`src/rtl/pol_pkg.sv`:
```
// Shared pool-side constants: default scheduler parameters and owner-index width helper.
package pol_pkg;

  localparam int POL_POOL_CORE      = 6;
  localparam int POL_POOL_COMP_CORE = 64;
  localparam int POL_IDX_WIDTH      = 10;
  localparam int POL_ACT_WIDTH      = 8;
  localparam int POL_OUTSTD_DEPTH   = 4;

  // Owner index must be at least one bit wide even for a single-core pool.
  function automatic int own_width(input int n);
    return (n > 1) ? $clog2(n) : 1;
  endfunction

  localparam int POL_OWN_W = own_width(POL_POOL_CORE);

endpackage

```
`src/rtl/mif_sched_if.sv`:
```
// Pool/GLB handshake bundle seen by mif_sched; slave = scheduler side, master = cores plus GLB.
interface mif_sched_if
  import pol_pkg::*;
#(
  parameter int POOL_CORE      = POL_POOL_CORE,
  parameter int POOL_COMP_CORE = POL_POOL_COMP_CORE,
  parameter int IDX_WIDTH      = POL_IDX_WIDTH,
  parameter int ACT_WIDTH      = POL_ACT_WIDTH
);

  logic [POOL_CORE-1:0]                POLMIF_AddrVld;
  logic [IDX_WIDTH*POOL_CORE-1:0]      POLMIF_Addr;
  logic [POOL_CORE-1:0]                MIFPOL_AddrRdy;
  logic                                MIFGLB_AddrVld;
  logic [IDX_WIDTH-1:0]                MIFGLB_Addr;
  logic                                GLBMIF_AddrRdy;
  logic [ACT_WIDTH*POOL_COMP_CORE-1:0] GLBMIF_Ofm;
  logic                                GLBMIF_OfmVld;
  logic                                MIFGLB_OfmRdy;
  logic [ACT_WIDTH*POOL_COMP_CORE-1:0] MIFPOL_Ofm;
  logic [POOL_CORE-1:0]                POLMIF_OfmRdy;
  logic [POOL_CORE-1:0]                MIFPOL_OfmVld;
  logic                                MIF_Idle;

  modport slave (
    input  POLMIF_AddrVld, POLMIF_Addr, GLBMIF_AddrRdy, GLBMIF_Ofm, GLBMIF_OfmVld, POLMIF_OfmRdy,
    output MIFPOL_AddrRdy, MIFGLB_AddrVld, MIFGLB_Addr, MIFGLB_OfmRdy, MIFPOL_Ofm, MIFPOL_OfmVld,
           MIF_Idle
  );

  modport master (
    output POLMIF_AddrVld, POLMIF_Addr, GLBMIF_AddrRdy, GLBMIF_Ofm, GLBMIF_OfmVld, POLMIF_OfmRdy,
    input  MIFPOL_AddrRdy, MIFGLB_AddrVld, MIFGLB_Addr, MIFGLB_OfmRdy, MIFPOL_Ofm, MIFPOL_OfmVld,
           MIF_Idle
  );

endinterface

```
`src/rtl/mif_id_fifo.sv`:
```
// Owner-index FIFO tracking outstanding GLB reads in issue order; 0-cycle head, 1-cycle push-to-head.
// Push while full is dropped unless a pop frees the slot in the same cycle; DEPTH is a power of two.
module mif_id_fifo #(
  parameter int DEPTH = 4,
  parameter int W     = 3
) (
  input  logic                   clk,
  input  logic                   rst,
  input  logic                   push,
  input  logic [W-1:0]           push_dat,
  input  logic                   pop,
  output logic                   full,
  output logic                   empty,
  output logic [W-1:0]           head,
  output logic [$clog2(DEPTH):0] count
);

  localparam int PW = $clog2(DEPTH);

  logic [W-1:0]  mem_q [DEPTH];
  logic [W-1:0]  mem_d [DEPTH];
  logic [PW-1:0] wr_ptr_q, wr_ptr_d;
  logic [PW-1:0] rd_ptr_q, rd_ptr_d;
  logic [PW:0]   count_q, count_d;
  logic          push_ok, pop_ok;

  assign pop_ok  = pop & (count_q != '0);
  assign push_ok = push & ((count_q != (PW+1)'(DEPTH)) | pop_ok);

  always_comb begin
    mem_d    = mem_q;
    wr_ptr_d = wr_ptr_q;
    rd_ptr_d = rd_ptr_q;
    count_d  = count_q;
    if (push_ok) begin
      mem_d[wr_ptr_q] = push_dat;
      wr_ptr_d        = wr_ptr_q + 1'b1;
    end
    if (pop_ok) begin
      rd_ptr_d = rd_ptr_q + 1'b1;
    end
    case ({push_ok, pop_ok})
      2'b10:   count_d = count_q + 1'b1;
      2'b01:   count_d = count_q - 1'b1;
      default: count_d = count_q;
    endcase
  end

  always_ff @(posedge clk) begin
    if (rst) begin
      wr_ptr_q <= '0;
      rd_ptr_q <= '0;
      count_q  <= '0;
    end else begin
      wr_ptr_q <= wr_ptr_d;
      rd_ptr_q <= rd_ptr_d;
      count_q  <= count_d;
    end
  end

  always_ff @(posedge clk) begin
    mem_q <= mem_d;
  end

  assign full  = (count_q == (PW+1)'(DEPTH));
  assign empty = (count_q == '0);
  assign head  = mem_q[rd_ptr_q];
  assign count = count_q;

endmodule

```
`src/rtl/mif_sched.sv`:
```
// Round-robin GLB read scheduler for POOL_CORE cores; request-to-GLB valid 1 cycle, returns routed in order.
// Stalls grants when OUTSTD_DEPTH reads are in flight or held; MIF_SCHED_PERF_CNT_EN adds issue/stall counters.
module mif_sched
  import pol_pkg::*;
#(
  parameter int POOL_CORE      = POL_POOL_CORE,
  parameter int POOL_COMP_CORE = POL_POOL_COMP_CORE,
  parameter int IDX_WIDTH      = POL_IDX_WIDTH,
  parameter int ACT_WIDTH      = POL_ACT_WIDTH,
  parameter int OUTSTD_DEPTH   = POL_OUTSTD_DEPTH
) (
  input  logic        clk,
  input  logic        rst,
  mif_sched_if.slave  bus
`ifdef MIF_SCHED_PERF_CNT_EN
  ,
  output logic [31:0] MIF_IssueCnt,
  output logic [31:0] MIF_StallCnt
`endif
);

  localparam int OWN_W = own_width(POOL_CORE);
  localparam int CW    = $clog2(OUTSTD_DEPTH) + 1;

  logic [OWN_W-1:0]     ptr_q, ptr_d;
  logic                 reg_vld_q, reg_vld_d;
  logic [IDX_WIDTH-1:0] reg_addr_q, reg_addr_d;
  logic [OWN_W-1:0]     reg_own_q, reg_own_d;

  logic                 grant_found;
  logic [OWN_W-1:0]     grant_idx;
  logic [OWN_W-1:0]     arb_idx;
  int                   arb_k;
  logic [IDX_WIDTH-1:0] req_addr;

  logic                 glb_hs;
  logic                 load;
  logic                 ret_hs;
  logic                 fifo_ne;
  logic                 ofm_rdy;
  logic [CW:0]          occ;

  logic                 fifo_full;
  logic                 fifo_empty;
  logic [OWN_W-1:0]     fifo_head;
  logic [CW-1:0]        fifo_count;

  // Scan from ptr upward, wrapping, and take the first requesting core.
  always_comb begin
    grant_found = 1'b0;
    grant_idx   = '0;
    arb_idx     = '0;
    arb_k       = 0;
    for (int i = 0; i < POOL_CORE; i++) begin
      arb_k = int'(ptr_q) + i;
      if (arb_k >= POOL_CORE) begin
        arb_k = arb_k - POOL_CORE;
      end
      arb_idx = OWN_W'(arb_k);
      if (!grant_found && bus.POLMIF_AddrVld[arb_idx]) begin
        grant_found = 1'b1;
        grant_idx   = arb_idx;
      end
    end
  end

  always_comb begin
    req_addr = '0;
    for (int i = 0; i < POOL_CORE; i++) begin
      if (grant_idx == OWN_W'(i)) begin
        req_addr = bus.POLMIF_Addr[i*IDX_WIDTH +: IDX_WIDTH];
      end
    end
  end

  // The held request counts against the outstanding budget before it is issued.
  assign occ    = (CW+1)'(fifo_count) + (CW+1)'(reg_vld_q);
  assign glb_hs = reg_vld_q & bus.GLBMIF_AddrRdy & ~rst;
  assign load   = grant_found & (~reg_vld_q | glb_hs) & ~fifo_full
                & (occ < (CW+1)'(OUTSTD_DEPTH)) & ~rst;

  always_comb begin
    ptr_d      = ptr_q;
    reg_vld_d  = reg_vld_q & ~glb_hs;
    reg_addr_d = reg_addr_q;
    reg_own_d  = reg_own_q;
    if (load) begin
      ptr_d      = (grant_idx == OWN_W'(POOL_CORE - 1)) ? '0 : grant_idx + 1'b1;
      reg_vld_d  = 1'b1;
      reg_addr_d = req_addr;
      reg_own_d  = grant_idx;
    end
  end

  always_ff @(posedge clk) begin
    if (rst) begin
      ptr_q      <= '0;
      reg_vld_q  <= 1'b0;
      reg_addr_q <= '0;
      reg_own_q  <= '0;
    end else begin
      ptr_q      <= ptr_d;
      reg_vld_q  <= reg_vld_d;
      reg_addr_q <= reg_addr_d;
      reg_own_q  <= reg_own_d;
    end
  end

  mif_id_fifo #(
    .DEPTH (OUTSTD_DEPTH),
    .W     (OWN_W)
  ) u_id_fifo (
    .clk      (clk),
    .rst      (rst),
    .push     (glb_hs),
    .push_dat (reg_own_q),
    .pop      (ret_hs),
    .full     (fifo_full),
    .empty    (fifo_empty),
    .head     (fifo_head),
    .count    (fifo_count)
  );

  // Return data with nothing outstanding is left unacknowledged and unrouted.
  assign fifo_ne = ~fifo_empty & ~rst;
  assign ofm_rdy = fifo_ne & bus.POLMIF_OfmRdy[fifo_head];
  assign ret_hs  = bus.GLBMIF_OfmVld & ofm_rdy;

  assign bus.MIFPOL_AddrRdy = load ? (POOL_CORE'(1) << grant_idx) : '0;
  assign bus.MIFGLB_AddrVld = reg_vld_q & ~rst;
  assign bus.MIFGLB_Addr    = rst ? '0 : reg_addr_q;
  assign bus.MIFGLB_OfmRdy  = ofm_rdy;
  assign bus.MIFPOL_Ofm     = bus.GLBMIF_Ofm;
  assign bus.MIFPOL_OfmVld  = (fifo_ne & bus.GLBMIF_OfmVld) ? (POOL_CORE'(1) << fifo_head) : '0;
  assign bus.MIF_Idle       = rst | (~reg_vld_q & fifo_empty);

`ifdef MIF_SCHED_PERF_CNT_EN
  logic [31:0] issue_cnt_q, issue_cnt_d;
  logic [31:0] stall_cnt_q, stall_cnt_d;

  always_comb begin
    issue_cnt_d = issue_cnt_q + {31'd0, glb_hs};
    stall_cnt_d = stall_cnt_q + {31'd0, (|bus.POLMIF_AddrVld) & ~load};
  end

  always_ff @(posedge clk) begin
    if (rst) begin
      issue_cnt_q <= '0;
      stall_cnt_q <= '0;
    end else begin
      issue_cnt_q <= issue_cnt_d;
      stall_cnt_q <= stall_cnt_d;
    end
  end

  assign MIF_IssueCnt = issue_cnt_q;
  assign MIF_StallCnt = stall_cnt_q;
`endif

endmodule

```
`src/flat_wrapper.sv`:
```
// flat-port wrapper written by rule: the top's interface ports become plain ports
module mif_sched_flat import pol_pkg::*;
#(
  parameter int POOL_CORE      = POL_POOL_CORE,
  parameter int POOL_COMP_CORE = POL_POOL_COMP_CORE,
  parameter int IDX_WIDTH      = POL_IDX_WIDTH,
  parameter int ACT_WIDTH      = POL_ACT_WIDTH,
  parameter int OUTSTD_DEPTH   = POL_OUTSTD_DEPTH
)
  (clk, rst, bus_POLMIF_AddrVld, bus_POLMIF_Addr, bus_GLBMIF_AddrRdy, bus_GLBMIF_Ofm, bus_GLBMIF_OfmVld, bus_POLMIF_OfmRdy, bus_MIFPOL_AddrRdy, bus_MIFGLB_AddrVld, bus_MIFGLB_Addr, bus_MIFGLB_OfmRdy, bus_MIFPOL_Ofm, bus_MIFPOL_OfmVld, bus_MIF_Idle);
  mif_sched_if #(.POOL_CORE(POOL_CORE), .POOL_COMP_CORE(POOL_COMP_CORE), .IDX_WIDTH(IDX_WIDTH), .ACT_WIDTH(ACT_WIDTH)) bus_i ();
  input  logic clk;
  input  logic rst;
  input wire logic [$bits(bus_i.POLMIF_AddrVld)-1:0] bus_POLMIF_AddrVld;
  input wire logic [$bits(bus_i.POLMIF_Addr)-1:0] bus_POLMIF_Addr;
  input wire logic [$bits(bus_i.GLBMIF_AddrRdy)-1:0] bus_GLBMIF_AddrRdy;
  input wire logic [$bits(bus_i.GLBMIF_Ofm)-1:0] bus_GLBMIF_Ofm;
  input wire logic [$bits(bus_i.GLBMIF_OfmVld)-1:0] bus_GLBMIF_OfmVld;
  input wire logic [$bits(bus_i.POLMIF_OfmRdy)-1:0] bus_POLMIF_OfmRdy;
  output wire logic [$bits(bus_i.MIFPOL_AddrRdy)-1:0] bus_MIFPOL_AddrRdy;
  output wire logic [$bits(bus_i.MIFGLB_AddrVld)-1:0] bus_MIFGLB_AddrVld;
  output wire logic [$bits(bus_i.MIFGLB_Addr)-1:0] bus_MIFGLB_Addr;
  output wire logic [$bits(bus_i.MIFGLB_OfmRdy)-1:0] bus_MIFGLB_OfmRdy;
  output wire logic [$bits(bus_i.MIFPOL_Ofm)-1:0] bus_MIFPOL_Ofm;
  output wire logic [$bits(bus_i.MIFPOL_OfmVld)-1:0] bus_MIFPOL_OfmVld;
  output wire logic [$bits(bus_i.MIF_Idle)-1:0] bus_MIF_Idle;
  assign bus_i.POLMIF_AddrVld = bus_POLMIF_AddrVld;
  assign bus_i.POLMIF_Addr = bus_POLMIF_Addr;
  assign bus_i.GLBMIF_AddrRdy = bus_GLBMIF_AddrRdy;
  assign bus_i.GLBMIF_Ofm = bus_GLBMIF_Ofm;
  assign bus_i.GLBMIF_OfmVld = bus_GLBMIF_OfmVld;
  assign bus_i.POLMIF_OfmRdy = bus_POLMIF_OfmRdy;
  assign bus_MIFPOL_AddrRdy = bus_i.MIFPOL_AddrRdy;
  assign bus_MIFGLB_AddrVld = bus_i.MIFGLB_AddrVld;
  assign bus_MIFGLB_Addr = bus_i.MIFGLB_Addr;
  assign bus_MIFGLB_OfmRdy = bus_i.MIFGLB_OfmRdy;
  assign bus_MIFPOL_Ofm = bus_i.MIFPOL_Ofm;
  assign bus_MIFPOL_OfmVld = bus_i.MIFPOL_OfmVld;
  assign bus_MIF_Idle = bus_i.MIF_Idle;
  mif_sched #(.POOL_CORE(POOL_CORE), .POOL_COMP_CORE(POOL_COMP_CORE), .IDX_WIDTH(IDX_WIDTH), .ACT_WIDTH(ACT_WIDTH), .OUTSTD_DEPTH(OUTSTD_DEPTH)) u_core (.clk(clk), .rst(rst), .bus(bus_i));
endmodule
```
`config.mk`:
```
export PLATFORM = sky130hd
export DESIGN_NAME = mif_sched_flat
export DESIGN_NICKNAME = d
export VERILOG_FILES = /design/src/rtl/pol_pkg.sv /design/src/rtl/mif_sched_if.sv /design/src/rtl/mif_id_fifo.sv /design/src/rtl/mif_sched.sv /design/src/flat_wrapper.sv
export SDC_FILE = /design/constraint.sdc
export NUM_CORES = 1
export LEC_CHECK = 0
export CAP_MARGIN = 15
export CORE_AREA = 2 2 441 443
export DETAILED_ROUTE_END_ITERATION = 12
export DIE_AREA = 0 0 443 445
export PLACE_DENSITY = 0.3
export SYNTH_ARGS = -nofsm -noshare
export SYNTH_HDL_FRONTEND = slang
export SYNTH_SLANG_ARGS = --single-unit
```
`constraint.sdc`:
```
create_clock -name clk -period 6.45 [get_ports clk]
set_input_delay 1.29 -clock clk [delete_from_list [all_inputs] [get_ports clk]]
set_output_delay 1.29 -clock clk [all_outputs]
set_load 0.03 [all_outputs]
```
* Word-level counts from Yosys, hierarchy flattened *
Cells that the tools add are included.

storage, ports and cells
  flip-flop bits (word level) = 36
  bits in latches = 0
  memory bits (writable) = 0
  memory bits (read-only) = 0
  bits of input ports = 588
  output and inout bits = 537
  word-level logic and storage cells = 146
  memories kept = 0

operators by class
  add/sub/neg operators = 17
  multipliers = 0
  divide/modulo/power cells = 0
  magnitude comparators = 17
  equality and inequality tests = 9
  shift-type cells = 2
  mux-type cells = 50
  bitwise gates (word level) = 25
  reduce and logical (&&, ||, !) cells = 15

operators with widths
  operator             count
  $mux 10              7
  $mux 3               16
  $lt 3x4->1 const B   7
  $bmux 1 s3           7
  $ge 4x3->1 const B   5
  $and 1x1->1          15
  $sub 3x2->3 const B  5
  $mux 1               14
  $bwmux 12            1
  $mux 6               2
  $shl 1x3->6 const A  2
  $eq 3x3->1 const B   3
  $ge 3x3->1 const B   3
  $add 3x2->4 const B  2
  $add 3x3->4 const B  2
  $add 3x1->3 const B  2
  $bmux 3 s2           1
  $demux 3 s2          1
  $eq 3x2->1 const B   2
  $logic_and 1x1->1    6
  $logic_not 3->1      2
  $not 2->3            2
  $pmux 3 s2           1
  $logic_not 1->1      5
  other kinds (15)     22

* Logic depth before layout (Yosys ltp) *
  word-level depth = 27
  gate-level depth with buffers = 21
  depth with buffers taken out = 14

* By module *
Synthesis repeated with hierarchy kept, for this count alone.

second synthesis, totals
  cells, all modules = 875
  area, all modules = 7134.3 um^2

modules (own cells, without submodules)
  module       times used  cells an instance  area an instance (um^2)  sequential area each (um^2)
  mif_sched    1           803                6202.2                   340.3
  mif_id_fifo  1           72                 932.1                    500.5

* Worst setup path before layout *
No wires, ideal clock.

  path type = input -> output
  start = input port bus_POLMIF_AddrVld[0]
  end = output port bus_MIFPOL_AddrRdy[3]
  data arrival time = 4127 ps
  data required time = 5160 ps
  path slack = 1033 ps
  stages on the path = 15
  buffers on the path = 5
  path through = mux2i_2 > mux2i_1 > a211o_1 > nand3b_1 > a32oi_1 > nand3_1 > and2_1 > buf_4 > inv_2 > buf_6 > buf_2 > buf_2 > ha_1 > clkbuf_1 > and2_1

on the way
  longest elaborated chain between the ends = 23

ends and longest elaborated chain
  element                       line                source
  start, declared               flat_wrapper.sv:14  input wire logic [$bits(bus_i.POLMIF_AddrVld)-1:0] bus_POLMIF_AddrVld;
  $bmux 1 s3                    mif_sched.sv:60     if (!grant_found && bus.POLMIF_AddrVld[arb_idx]) begin
  $mux 1 (implied by the code)  mif_sched.sv:60
  $mux 1                        mif_sched.sv:60
  $logic_not 1->1               mif_sched.sv:60
  $logic_and 1x1->1             mif_sched.sv:60
  $mux 1                        mif_sched.sv:60
  $logic_not 1->1               mif_sched.sv:60
  $logic_and 1x1->1             mif_sched.sv:60
  [5 not listed]                n/a
  $logic_and 1x1->1             mif_sched.sv:60
  $mux 1                        mif_sched.sv:60
  $logic_not 1->1               mif_sched.sv:60
  $logic_and 1x1->1             mif_sched.sv:60
  $mux 1                        mif_sched.sv:60
  $and 1x1->1 (2 in a row)      mif_sched.sv:79     assign load = grant_found & (~reg_vld_q | glb_hs) & ~fifo_full
  $and 1x1->1 (2 in a row)      mif_sched.sv:80     & (occ < (CW+1)'(OUTSTD_DEPTH)) & ~rst;
  $mux 6 (*)                    mif_sched.sv:129    assign bus.MIFPOL_AddrRdy = load ? (POOL_CORE'(1) << grant_idx) : '0;
  end, declared                 flat_wrapper.sv:20  output wire logic [$bits(bus_i.MIFPOL_AddrRdy)-1:0] bus_MIFPOL_AddrRdy;

Every way passes the cells marked *; elsewhere a longest branch is shown, timed or not. The select of a mux whose other input is x is not followed.

* Worst setup path after layout *
  start = input port bus_POLMIF_AddrVld[1]
  end = output port bus_MIFPOL_AddrRdy[1]

Same word-level chain as after synthesis.

==> results.json <==
{
  "status": "finished clean",
  "ff2ff_path_depth": 16,
  "postRouteAntennaNets": 0,
  "worstSetupPathDepth": 11,
  "r2r-start": "u_core.ptr_q[1]",
  "dp.cells": 2998,
  "clkTransAtPathRegs_ns": 0.07,
  "timing.critical_path.arrival_ns": 5.02,
  "buffer_ports.inserted": 100,
  "synth.lib_cells_used.distinct": 66,
  "layout.cells.most_common_list": "sky130_fd_sc_hd__clkdlybuf4s50_1 (94), sky130_fd_sc_hd__nor2_1 (28), sky130_fd_sc_hd__inv_1 (25), sky130_fd_sc_hd__dfxtp_1 (24), sky130_fd_sc_hd__buf_4 (23)",
  "period_share_pct": 97.8,
  "worstPathRequired_ns": 5.16,
  "power_switching_uw": 1910,
  "grt_overflow": 0,
  "clock_insertion_delay_worst_skew_ns": 0.32,
  "timing.critical_path.fanout_max": 11,
  "ys_warnings": 0,
  "r2r-end": "u_core.reg_addr_q[1]",
  "dr.pass1.iters": 4,
  "post_layout_util_pct": 3.97,
  "drt-wirelength-per-cell_um": 25.4,
  "proportion_of_layout_cells_with_a_drive_suffix_above_1_pct": 12.3,
  "cts-resized-gates": 0,
  "die-width_um": 443,
  "post_synth_xor_area_fraction_pct": 1.62,
  "cellPowerDensity_nw_per_um2": 441,
  "max_cap_violations": 0,
  "synth_flop_cell": "sky130_fd_sc_hd__dfxtp_1",
  "cts_setup_buffers": 0,
  "worst_setup_path_startpoint": "bus_POLMIF_AddrVld[1]",
  "cpPeakStageDelay_ns": 1.00,
  "worstSetupStartpointType": "input port",
  "critPathTopFamily": "simple AND/OR/NAND/NOR gates",
  "synthSimpleGateAreaFrac_pct": 10.7,
  "finish.net_count": 1080,
  "post-route-min-period_ns": 6.31,
  "global_route_wire_length_before_repair_um": 86700,
  "die_h_um": 445,
  "power_leakage_uw": 0.00176,
  "first_global_vias": 4603,
  "post_synth_inst_count": 889,
  "slew_violations": 0,
  "syn_area_per_cell_um2": 7.93,
  "sequentialPowerShare_pct": 10.2,
  "adder_cell_fraction_of_synth_area_pct": 2.42,
  "rows": 161,
  "detailroute.via_count": 4521,
  "place.gp.congestion": 0.686,
  "number_of_non_filler_instances_in_the_completed_layout": 3008,
  "clock-skew-final_ns": 0.0117,
  "clock_power_share_pct": 9.3,
  "synth_mux_area_share_pct": 3.25,
  "layout_commonest_cell": "sky130_fd_sc_hd__clkdlybuf4s50_1",
  "area_growth_pct": 8.24,
  "pin_count_of_the_biggest_net_entering_global_routing": 20,
  "hp-class": "reg2reg",
  "dp_hpwl_um": 69900,
  "cts_num_sinks": 36,
  "cts-htree-levels": 2,
  "totalWireLength_um": 76300,
  "worst_path_max_delay_cell": "sky130_fd_sc_hd__nor4_1",
  "design.portCount": 1125,
  "fin_setup_tns_ns": 0,
  "ys_seq_elements": 36,
  "seq_area_frac_synth_pct": 11.9,
  "cts-root-to-sink-buffers": 2,
  "combinational_share_of_power_pct": 80.5,
  "initial_utilization_pct": 3.67,
  "max_slew_margin_pct": 19.0,
  "placement.setup.worst_slack_ns": 0.250,
  "ff2ff_setup_slack_ns": 1.60,
  "power.ir.vdd_worst_v": 0.000302,
  "detail_route.iter0.violations": 242,
  "mappedNetlistNets": 1490,
  "setup.worst_path.end_class": "primary output",
  "drc": 0,
  "core_area_um2": 192000,
  "cell_internal_power_uw": 1450,
  "via_per_inst": 1.50,
  "finalPower_uw": 3360,
  "cts-buffers-inserted": 5,
  "worst-slew-pin-transition_ns": 1.20,
  "synth_edf_count": 12,
  "max_freq_ghz": 0.158,
  "master_cell_of_the_clock_root_buffer": "sky130_fd_sc_hd__clkbuf_16",
  "grt_util_all_layers_pct": 7.39,
  "worstPathBufferInverterCount": 3,
  "power.share.switching_pct": 56.9,
  "timing_worst_setup_path_type": "in2out",
  "fp.dieArea_um2": 197000,
  "setup_ws_ns": 0.141,
  "timing.final.hold_violations": 0,
  "fill_cells": 22800,
  "setup.worst_path.end": "bus_MIFPOL_AddrRdy[1]",
  "cp_cell_instances": "clkdlybuf4s50_1 -> mux2i_1 -> a21bo_2 -> a31oi_2 -> and3b_2 -> nand4_4 -> nor3_1 -> o22ai_4 -> buf_4 -> nor4_1 -> buf_12",
  "cts-hold-fix-buffers": 0,
  "grt_antenna_before_repair": 16,
  "syn-cell-area_um2": 7050,
  "finalSetupViolCount": 0,
  "asyncSetResetFlopFracSynth_pct": 0,
  "synth_top_family_by_area": "buffers and inverters",
  "cts_tree": "done",
  "compound_gate_portion_of_the_synthesized_area_pct": 11.9,
  "grt_setup_unrepaired": "no"
}
==> final cells by class <==
cell class                      count  area, um^2  share of cell area (%)
Sequential cell                    36         841                    11.0
Clock inverter                      3        42.5                   0.558
Multi-Input combinational cell    287        2120                    27.8
Timing Repair Buffer              123        1230                    16.2
Clock buffer                        5         125                    1.64
Tap cell                         2526        3160                    41.4
Antenna cell                        2        5.00                  0.0656
Inverter                           26        97.6                    1.28
==> synth_stat cells (all sizes together), types with 11 or more instances <==
cell type | number | area [um^2]
nor2 | 29 | 111
edfxtp | 12 | 360
mux2i | 12 | 124
a221o | 16 | 160
nand2 | 22 | 82.6
nor2b | 13 | 81.3
a21oi | 18 | 90.1
inv | 26 | 97.6
a31oi | 11 | 75.1
dfxtp | 24 | 480
clkbuf | 13 | 48.8
o21ai | 14 | 70.1
buf | 527 | 3960
ha | 12 | 150
==> routing by layer <==
layer  share of wire (%)  global-route usage (%)  vias to the layer above
met1                  23                    4.99                     1887
met2                  44                    11.4                      880
met4                 3.6                    2.42                       12
met5                0.76                    2.27                        -
met3                  28                    9.77                      139
li1                    -                       -                     1603
==> power by group through the flow <==
| stage | clock network, uW | registers [uW] | logic, uW |
|---|---|---|---|
| 3_5_place_dp | 0 | 351 | 2850 |
| 4_1_cts | 338 | 346 | 2870 |
| 6_report | 312 | 343 | 2710 |
| 3_3_place_gp | 0 | 351 | 2890 |
| 2_1_floorplan | 0 | 326 | 2080 |
| 5_1_grt | 342 | 354 | 2980 |
==> sequential cells by signal (all words and copies together) (netlist names) <==
| register | cells |
|---|---|
| u_core.reg_addr_q | 10 |
| u_core.u_id_fifo.count | 3 |
| u_core.reg_vld_q | 1 |
| u_core.reg_own_q | 3 |
| u_core.ptr_q | 3 |
| u_core.u_id_fifo.wr_ptr_q | 2 |
| u_core.u_id_fifo.rd_ptr_q | 2 |
| u_core.u_id_fifo.mem_q | 12 |
==> how the worst min path moves through the flow <==
stage | startpoint | end | slack [ns] | cells after the start
floorplan | u_core.reg_own_q[1] | u_core.u_id_fifo.mem_q[10] | 0.46 | 0
global placement | u_core.u_id_fifo.count[1] | u_core.u_id_fifo.count[1] | 0.51 | 2
detailed placement | u_core.u_id_fifo.count[1] | u_core.u_id_fifo.count[1] | 0.52 | 2
CTS | u_core.u_id_fifo.count[1] | u_core.u_id_fifo.count[1] | 0.53 | 2
global route | u_core.u_id_fifo.count[1] | u_core.u_id_fifo.count[1] | 0.56 | 2
finish | u_core.u_id_fifo.count[1] | u_core.u_id_fifo.count[1] | 0.53 | 2
==> through the flow <==
stage | hold WS, ns | area [um^2]
3_5_place_dp | 0.522 | 7450
6_report | 0.525 | 7630
5_1_grt | 0.562 | 7620
4_1_cts | 0.534 | 7620
3_3_place_gp | 0.511 | 7450
2_1_floorplan | 0.460 | 7050
==> cell families (layout without fill, tap and decap cells) <==
logic type,after synthesis,in the layout
multiplexers,18,18
adder cells (fa/ha/maj),13,13
buffers and inverters,566,157
XOR/XNOR,13,13
AND/OR/NAND/NOR,132,132
flip-flops,36,36
AO/OA/AOI/OAI,111,111
other,0,2
==> worst reg2reg max path, delay by kind of cell, from the launching register on <==
| kind | cells | cell delay [ns] |
|---|---|---|
| AO/OA/AOI/OAI | 5 | 1.30 |
| XOR/XNOR | 1 | 0.14 |
| adder cells (fa/ha/maj) | 2 | 0.80 |
| buffers and inverters | 4 | 0.88 |
| flip-flops | 1 | 0.48 |
| multiplexers | 1 | 0.37 |
| AND/OR/NAND/NOR | 3 | 0.77 |
No activity file was read; power rests on OpenSTA's default activity.
